<file path="config.mk">
export PLATFORM = sky130hd
export DESIGN_NAME = fifo_burst_reader
export DESIGN_NICKNAME = d
export VERILOG_FILES = /design/src/rtl/fifo_pkg.sv /design/src/rtl/stream_skid_buf.sv /design/src/rtl/fifo_burst_reader.sv
export SDC_FILE = /design/constraint.sdc
export NUM_CORES = 1
export LEC_CHECK = 0
export CAP_MARGIN = 10
export CORE_MARGIN = 2
export CORE_UTILIZATION = 45
export CTS_CLUSTER_SIZE = 10
export DETAILED_ROUTE_END_ITERATION = 10
export PLACE_DENSITY = 0.74
export SYNTH_ARGS = -nofsm -noshare
export SYNTH_HDL_FRONTEND = slang
export SYNTH_HIERARCHICAL = 1
export SYNTH_SLANG_ARGS = --single-unit
</file>
<file path="constraint.sdc">
create_clock -name clk -period 5.66 [get_ports clk]
set_clock_uncertainty 0.1 [all_clocks]
set_input_delay 0.566 -clock clk [delete_from_list [all_inputs] [get_ports clk]]
set_output_delay 0.566 -clock clk [all_outputs]
set_load 0.05 [all_outputs]
</file>
<file path="src/rtl/fifo_pkg.sv">
`default_nettype none
//==============================================================================
// Package     : fifo_pkg
// Description : Shared definitions for the fifo_sync family: burst-reader FSM
//               state encoding and a constant-evaluable ceil(log2) helper.
// Revision    : 1.0 - initial release
//==============================================================================
package fifo_pkg;

    // Burst-reader FSM state encoding
    localparam logic [0:0] c_ST_IDLE  = 1'b0;
    localparam logic [0:0] c_ST_BURST = 1'b1;

    // ceil(log2(value)); returns 0 for value <= 1
    function automatic int clog2(input int value);
        int result;
        result = 0;
        while ((1 << result) < value) result = result + 1;
        return result;
    endfunction

endpackage
`default_nettype wire

</file>
<file path="src/rtl/stream_skid_buf.sv">
`default_nettype none
//==============================================================================
// Module      : stream_skid_buf
// Description : Two-entry valid/ready buffer with fully registered outputs.
//               s_ready is a flop, so the producer sees the buffer state of the
//               previous edge; the second entry absorbs the word that is already
//               in flight when the buffer fills.
// Ports       : clk, rst      - clock, asynchronous active-high reset
//               s_valid/s_ready/s_data - upstream handshake and payload
//               m_valid/m_ready/m_data - downstream handshake and payload
// Revision    : 1.0 - initial release
//==============================================================================
module stream_skid_buf #(
    parameter int W = 9
) (
    input  logic         clk,
    input  logic         rst,
    input  logic         s_valid,
    output logic         s_ready,
    input  logic [W-1:0] s_data,
    output logic         m_valid,
    input  logic         m_ready,
    output logic [W-1:0] m_data
);

    logic [1:0]   r_cnt;
    logic [W-1:0] r_head;
    logic [W-1:0] r_tail;
    logic         r_s_ready;
    logic         r_m_valid;
    logic         w_push;
    logic         w_pop;
    logic [1:0]   w_cnt_nxt;

    assign w_push  = s_valid && r_s_ready;
    assign w_pop   = r_m_valid && m_ready;
    assign s_ready = r_s_ready;
    assign m_valid = r_m_valid;
    assign m_data  = r_head;

    always_comb begin
        w_cnt_nxt = r_cnt;
        if (w_push && !w_pop) begin
            w_cnt_nxt = r_cnt + 2'd1;
        end else if (!w_push && w_pop) begin
            w_cnt_nxt = r_cnt - 2'd1;
        end
    end

    always_ff @(posedge clk or posedge rst) begin
        if (rst) begin
            r_cnt     <= 2'd0;
            r_head    <= '0;
            r_tail    <= '0;
            r_s_ready <= 1'b1;
            r_m_valid <= 1'b0;
        end else begin
            r_cnt     <= w_cnt_nxt;
            r_m_valid <= (w_cnt_nxt != 2'd0);
            r_s_ready <= (w_cnt_nxt != 2'd2);
            if (w_pop) begin
                // A full buffer never accepts, so push+pop only occurs at one entry
                if (r_cnt == 2'd2) begin
                    r_head <= r_tail;
                end else if (w_push) begin
                    r_head <= s_data;
                end
            end else if (w_push) begin
                if (r_cnt == 2'd0) begin
                    r_head <= s_data;
                end else begin
                    r_tail <= s_data;
                end
            end
        end
    end

endmodule
`default_nettype wire

</file>
<file path="src/rtl/fifo_burst_reader.sv">
`default_nettype none
//==============================================================================
// Module      : fifo_burst_reader
// Description : Drains a FWFT fifo_sync read port into bounded bursts on a
//               valid/ready stream with a last flag. Full bursts of BURST_LEN
//               start once enough words are buffered; a partial burst is flushed
//               after data has waited TIMEOUT cycles (TIMEOUT=0 disables it).
// Ports       : clk, rst                 - clock, asynchronous active-high reset
//               fifo_dout/fifo_empty     - FWFT head word and empty flag
//               fifo_rd_space            - registered fifo occupancy (AW+1 bits)
//               fifo_rd_en               - pop request, only while non-empty
//               m_valid/m_data/m_last    - output stream, m_last ends a burst
//               m_ready                  - downstream accept
//               busy                     - FSM is not idle
// Revision    : 1.0 - initial release
//==============================================================================
module fifo_burst_reader
    import fifo_pkg::*;
#(
    parameter int DW        = 8,
    parameter int AW        = 8,
    parameter int BURST_LEN = 16,
    parameter int TIMEOUT   = 64
) (
    input  logic          clk,
    input  logic          rst,
    input  logic [DW-1:0] fifo_dout,
    input  logic          fifo_empty,
    input  logic [AW:0]   fifo_rd_space,
    output logic          fifo_rd_en,
    output logic          m_valid,
    output logic [DW-1:0] m_data,
    output logic          m_last,
    input  logic          m_ready,
    output logic          busy
);

    // A zero-width counter is illegal, so keep at least one bit when TIMEOUT=0
    localparam int c_WAIT_BITS = clog2(TIMEOUT + 1);
    localparam int c_WAIT_W    = (c_WAIT_BITS < 1) ? 1 : c_WAIT_BITS;

    localparam logic [AW:0]         c_BURST_LEN  = (AW+1)'(BURST_LEN);
    localparam logic [AW:0]         c_ONE        = (AW+1)'(1);
    localparam logic [c_WAIT_W-1:0] c_WAIT_MAX   = c_WAIT_W'(TIMEOUT);
    localparam logic [c_WAIT_W-1:0] c_WAIT_LIM   = c_WAIT_W'((TIMEOUT > 0) ? TIMEOUT - 1 : 0);
    localparam logic [c_WAIT_W-1:0] c_WAIT_ONE   = c_WAIT_W'(1);
    localparam logic                c_TIMEOUT_EN = (TIMEOUT != 0);

    logic [0:0]          r_state;
    logic [AW:0]         r_len;
    logic [AW:0]         r_beat_cnt;
    logic [c_WAIT_W-1:0] r_wait_cnt;

    logic          w_skid_ready;
    logic          w_last_beat;
    logic [DW:0]   w_skid_dout;

    assign w_last_beat = (r_beat_cnt == (r_len - c_ONE));

    // Pop decision ignores m_ready entirely; the skid buffer decouples it
    assign fifo_rd_en = (r_state == c_ST_BURST) && !fifo_empty && w_skid_ready;
    assign busy       = (r_state == c_ST_BURST);

    always_ff @(posedge clk or posedge rst) begin
        if (rst) begin
            r_state    <= c_ST_IDLE;
            r_len      <= '0;
            r_beat_cnt <= '0;
            r_wait_cnt <= '0;
        end else begin
            case (r_state)
                c_ST_IDLE: begin
                    if (fifo_empty) begin
                        r_wait_cnt <= '0;
                    end else if (r_wait_cnt != c_WAIT_MAX) begin
                        r_wait_cnt <= r_wait_cnt + c_WAIT_ONE;
                    end
                    // Full-burst start takes priority over the timeout flush
                    if (fifo_rd_space >= c_BURST_LEN) begin
                        r_len      <= c_BURST_LEN;
                        r_state    <= c_ST_BURST;
                        r_wait_cnt <= '0;
                    end else if (c_TIMEOUT_EN && (r_wait_cnt >= c_WAIT_LIM) &&
                                 (fifo_rd_space != '0)) begin
                        r_len      <= fifo_rd_space;
                        r_state    <= c_ST_BURST;
                        r_wait_cnt <= '0;
                    end
                end
                c_ST_BURST: begin
                    // len never exceeds occupancy at latch time, so an empty
                    // fifo here is only a transient refill stall
                    if (fifo_rd_en) begin
                        if (w_last_beat) begin
                            r_beat_cnt <= '0;
                            r_state    <= c_ST_IDLE;
                        end else begin
                            r_beat_cnt <= r_beat_cnt + c_ONE;
                        end
                    end
                end
                default: r_state <= c_ST_IDLE;
            endcase
        end
    end

    stream_skid_buf #(
        .W (DW + 1)
    ) u_skid (
        .clk     (clk),
        .rst     (rst),
        .s_valid (fifo_rd_en),
        .s_ready (w_skid_ready),
        .s_data  ({fifo_dout, w_last_beat}),
        .m_valid (m_valid),
        .m_ready (m_ready),
        .m_data  (w_skid_dout)
    );

    assign m_data = w_skid_dout[DW:1];
    assign m_last = w_skid_dout[0];

`ifndef SYNTHESIS
    always @(posedge clk) begin
        if (!rst) begin
            assert (!(fifo_rd_en && fifo_empty))
                else $error("fifo_burst_reader: fifo_rd_en asserted while fifo_empty");
        end
    end
`endif

endmodule
`default_nettype wire

</file>
==> metrics.txt <==
total gr overflow 0; EDFF count, synth 0; DR vias about 1900; P_leak about 0.0014 uW; critical path arrival between 2 and 3 ns; CTS max path bufs 2; cell mode on critical path clkdlybuf4s50_1; WHS 0.415 ns; Setup CP Type in2out; overall power around 1400 uW; Slew @ Worst Pin roughly 0.9 ns; DR iter-0 viols 84; post-route ant nets 0; Tcrit/Tclk final 0.563; family with the most delay on the worst path buffers and inverters; CP peak stage delay between 0.8 and 0.9 ns; DIE AREA around 0.0066 mm2; ratio of cells with drive above 1 in the final layout 0.180; Seq/Total Area, Yosys 0.451; maxcap violations 0; Syn Area/Cell roughly 11 um2; row count 28; synth top area cells dfrtp_1 (44%), mux2_2 (8.0%), mux2_4 (5.1%); FMAX ~310 MHz; final setup TNS 0 ns; Residual DRC 0; die width approximately 81 um; Critical Path End Type output pin; status complete, no violations; number of CTS-inserted buffers 5; vias in the first global route around 1900; initial antenna violation count 0; Post-CTS Repair Setup Buffers 0; 1st-pass router iterations 4; first-pass GRT wire length roughly 8.5 mm; Post-Syn Area approximately 0.0027 mm2; largest net degree at the start of global routing 27; Power Density approximately 450 mW/mm2; Nets 309; CP bufs+invs 3; Worst VDD drop 0.376 mV; pre-CTS setup slack 2.48 ns; Slew Viols, Final 0; Reg clk slew, reported paths roughly 0.09 ns; Num Clock Sinks 48; cell chain of the critical path clkdlybuf4s50_1, or2_1, inv_1, clkdlybuf4s50_1; Layout area overhead 17.4%; Worst Slack Setup Final between 2 and 2.5 ns; post-synth top area share 0.441; Vias/cell ~5.3; DR WL/cell approximately 13 um; HP Class reg2reg; Yosys reg bits 48; Synth Flop Type dfrtp_1; Port Buf Inserts 32; RD Place Congestion between 0.8 and 0.9; # H-tree levels 2; Syn Nets 275; All-Layer GR Usage 0.165; Die Span Y 81.0 um; n_diodes 0; Setup Viol. Count Final 0; ys async rst share 1.00; Yosys top cell by area dfrtp_1; cells after synthesis ~250; # hold bufs at CTS 0; fillers 550; data required time of the critical path between 4 and 5 ns; Worst-Skew Late Latency 0.30 ns; Detailed Place HPWL approximately 3.7 mm; Tmin final between 3 and 4 ns; clk root buf clkbuf_8; Crit-path slowest cell clkdlybuf4s50_1; CTS tree yes; synth warn 6; relative slew slack 0.384; RSZ-0062 raised after global routing false; Core ar. approximately 0.0058 mm2; WL final 4.81 mm; Startpoint Class input port; Synth cell types 52; CP Max Fanout 9; final hold violation count 0; starting density of the core 0.459; post_cts resized 0; I/O pins 33
## logic make-up after synthesis
kind of cell | synth area share
flops | 0.451
buf+inv | 0.0305
compound gates | 0.105
simple gates | 0.170
fa+ha+maj | 0.0281
mux | 0.161
xor+xnor | 0.0558
## path summary, 6_finish.rpt
check,startpoint,to,slack [ns],depth (start not counted)
setup / recovery,fifo_empty,fifo_rd_en,2.48,4
hold / removal,r_len[8],r_len[8],0.41,1
setup reg to reg,u_skid/s_ready,u_skid/r_tail[1],3.10,6
hold reg to reg,r_len[8],r_len[8],0.41,1
max in group asynchronous,rst,r_beat_cnt[1],4.14,2
min in group asynchronous,rst,u_skid/m_valid,0.70,2
## per-layer routing
metal	track usage	share of wire	wire length (um)	up-vias
met5	0	0	0	-
met4	0.0508	0.014	66	0
met3	0.0356	0.030	143	6
met2	0.270	0.49	2340	31
met1	0.219	0.47	2250	902
li1	-	-	-	946
## flip-flops by register name, indices dropped and copies added, names as in the netlist
register	cells
busy	1
u_skid/s_ready	1
u_skid/r_tail	9
r_len	9
u_skid/m_data	9
u_skid/r_cnt	2
r_wait_cnt	7
u_skid/m_valid	1
r_beat_cnt	9
## cell usage in the layout (no fill, tap or decap), types with 4 or more instances in the layout
cell             count
xor2_1               9
nand3_1              7
o21ai_0             19
mux2i_1              8
nand2_1             22
a21oi_1              4
clkdlybuf4s50_1     32
dfrtp_1             47
nor2_1              18
nor3_1               4
mux2_2              19
mux2_4               9
xnor2_1              8
ha_1                 6
inv_1               12
clkbuf_8             5
## power breakdown
part	internal, uW	switching (uW)
combinational	313	352
sequential	450	94.3
clock	86.2	110
total	849	557
## through the flow
step	area [um2]	util	std cells
2_1_floorplan	2670	-	248
3_3_place_gp	3050	0.524	350
3_5_place_dp	3050	0.524	350
4_1_cts	3130	0.539	358
5_1_grt	3130	0.539	358
6_report	3130	0.539	358
## cell type report
type,instances,area [um2],share of cell area
Timing Repair Buffer,32,320,0.102
Sequential cell,48,1200,0.384
Multi-Input combinational cell,183,1390,0.442
Clock inverter,3,18.8,0.00599
Inverter,12,45.0,0.0144
Tap cell,75,93.8,0.0299
Clock buffer,5,68.8,0.0220
## Yosys cell counts, types with 2 or more instances
cell type  count
inv_1         12
a211o_1        3
nor2_1        18
xnor2_1        8
nand3_1        7
and2_1         3
o31ai_1        3
mux2_2        19
xor2_1         9
buf_4          2
mux2_4         9
mux2i_1        8
or4_1          2
nor3_1         4
nor2b_1        2
a21oi_1        4
o21ai_2        2
o21ai_0       19
nand2_1       22
dfrtp_1       47
a31oi_1        2
nand2b_1       3
and3_1         2
ha_1           6
a41oi_1        2
nand2_2        2
nand4_1        3
Note: power is estimated with default switching activity, not from simulation.
==> RTL change, RTL diff (same flow settings) <==
Set the parameter `AW` to 6 (it was 8).
--- a/src/rtl/fifo_burst_reader.sv
+++ b/src/rtl/fifo_burst_reader.sv
@@ -18,7 +18,7 @@
     import fifo_pkg::*;
 #(
     parameter int DW        = 8,
-    parameter int AW        = 8,
+    parameter int AW        = 6,
     parameter int BURST_LEN = 16,
     parameter int TIMEOUT   = 64
 ) (
Ports: changed (resized fifo_rd_space); port bits go from 33 to 31. No check against the original RTL was run, so the function may have changed too.
==> RTL change against the unedited design <==
Setup slack worse by 0.12 ns; count of clock-buffer cells in the layout unchanged; worst hold slack got worse by 0.0037 ns; routed wire length shrank 7.2%; area after synthesis is 7.9% lower; sequential cell count decreased by 4; synthesized cell count shrank 9.7%; power down 11%; critical path depth up 1; final area down 6.9%.
==> RTL change: results <==
metrics = {
    "run_status": {
        "status": "completed",
    },
    "placement": {
        "hpwl_um": 3270,
        "place.gp.congestion": 0.763,
        "port_buffers": 30,
        "placed_cells": 317,
        "dpl-instance-area_um2": 2800,
        "dp_slack_ns": 2.36,
    },
    "pwr": {
        "leakage_nw": 1.29,
        "irDropWorstVdd_v": 0.000234,
    },
    "finish": {
        "fin_cells": 325,
        "clock_area_frac": 0.0394,
        "drive_gt1_frac": 0.173,
        "seq_share": 0.378,
        "nNonClkInverters": 11,
        "num-nonclk-buffers": 30,
        "nClkBuffers": 5,
        "comb.multi_input.count": 162,
        "area_share_nonclk_buffers": 0.103,
        "design_area_um2": 2920,
        "num_antenna_cells": 0,
        "nFillCells": 435,
        "multi_input_area_share": 0.436,
        "nets": 279,
    },
    "drt": {
        "routed_via_density": 5.36,
        "drt-total-wl_um": 4460,
        "drt_iter0_drc": 104,
    },
    "synthesis": {
        "synth_cell_types": 48,
        "synth_fa_ha_area_frac": 0.0305,
        "synth_warnings": 6,
        "synth_nets": 249,
        "synth_seq_area_share": 0.449,
        "synth-compound-area-share": 0.0952,
        "synth_mux_area_frac": 0.175,
        "synth_area_per_cell_um2": 11.0,
        "synth_common_cells": "43 x dfrtp_1, 19 x mux2_2, 17 x nor2_1",
        "synth-xor-area-share": 0.0499,
        "synthFlopType": "dfrtp_1",
        "yosys-top-cells-area": "dfrtp_1 44%, mux2_2 8.7%, mux2_4 5.5%",
    },
    "global_routing": {
        "antenna_found_initial": 0,
        "grt_pass1_vias": 1655,
        "gr-usage-all-layers": 0.156,
        "grt_pass1_wl_um": 7600,
        "grt_max_degree": 23,
    },
    "clock_network": {
        "htree_levels": 2,
        "clockBufferDepth": 2,
        "cts_resized": 0,
        "cts.sinks": 44,
        "cts_post_setup_buffers_inserted": 0,
        "clockRootBuffer": "clkbuf_8",
    },
    "die": {
        "fp.dieW_um": 77.9,
        "tapCellCount": 70,
    },
    "timing": {
        "slew_violations": 0,
        "tightest_slew_ns": 0.836,
    },
    "worst_setup_path": {
        "slowest_delay_ns": 0.90,
        "crit_fanout": 16,
        "worst_ep_arrival_time_ns": 2.64,
        "cpMaxStageDelayCell": "clkdlybuf4s50_1",
    },
}
RTL change: path summary, 6_finish.rpt:
check	slack (ns)	end	cells after the start	from
worst max-delay path	2.35	fifo_rd_en	5	fifo_empty
worst min-delay path	0.41	u_skid/m_data[0]	1	u_skid/m_data[0]
worst max register to register	3.03	u_skid/r_tail[7]	5	u_skid/s_ready
worst min register to register	0.41	u_skid/m_data[0]	1	u_skid/m_data[0]
max in group asynchronous	4.28	r_len[1]	2	rst
min in group asynchronous	0.65	u_skid/r_cnt[1]	2	rst
RTL change: power by group:
part | internal (mW) | total, mW | switching, mW
registers | 0.403 | 0.470 | 0.0666
logic | 0.256 | 0.537 | 0.281
clock network | 0.133 | 0.243 | 0.110
RTL change: metal layers:
layer  part of all wire  global-route usage  up-vias
met5                  0                   0        -
met4              0.013              0.0526        0
met3              0.026              0.0244        5
met2               0.47               0.251       20
met1               0.49               0.216      849
li1                   -                   -      868
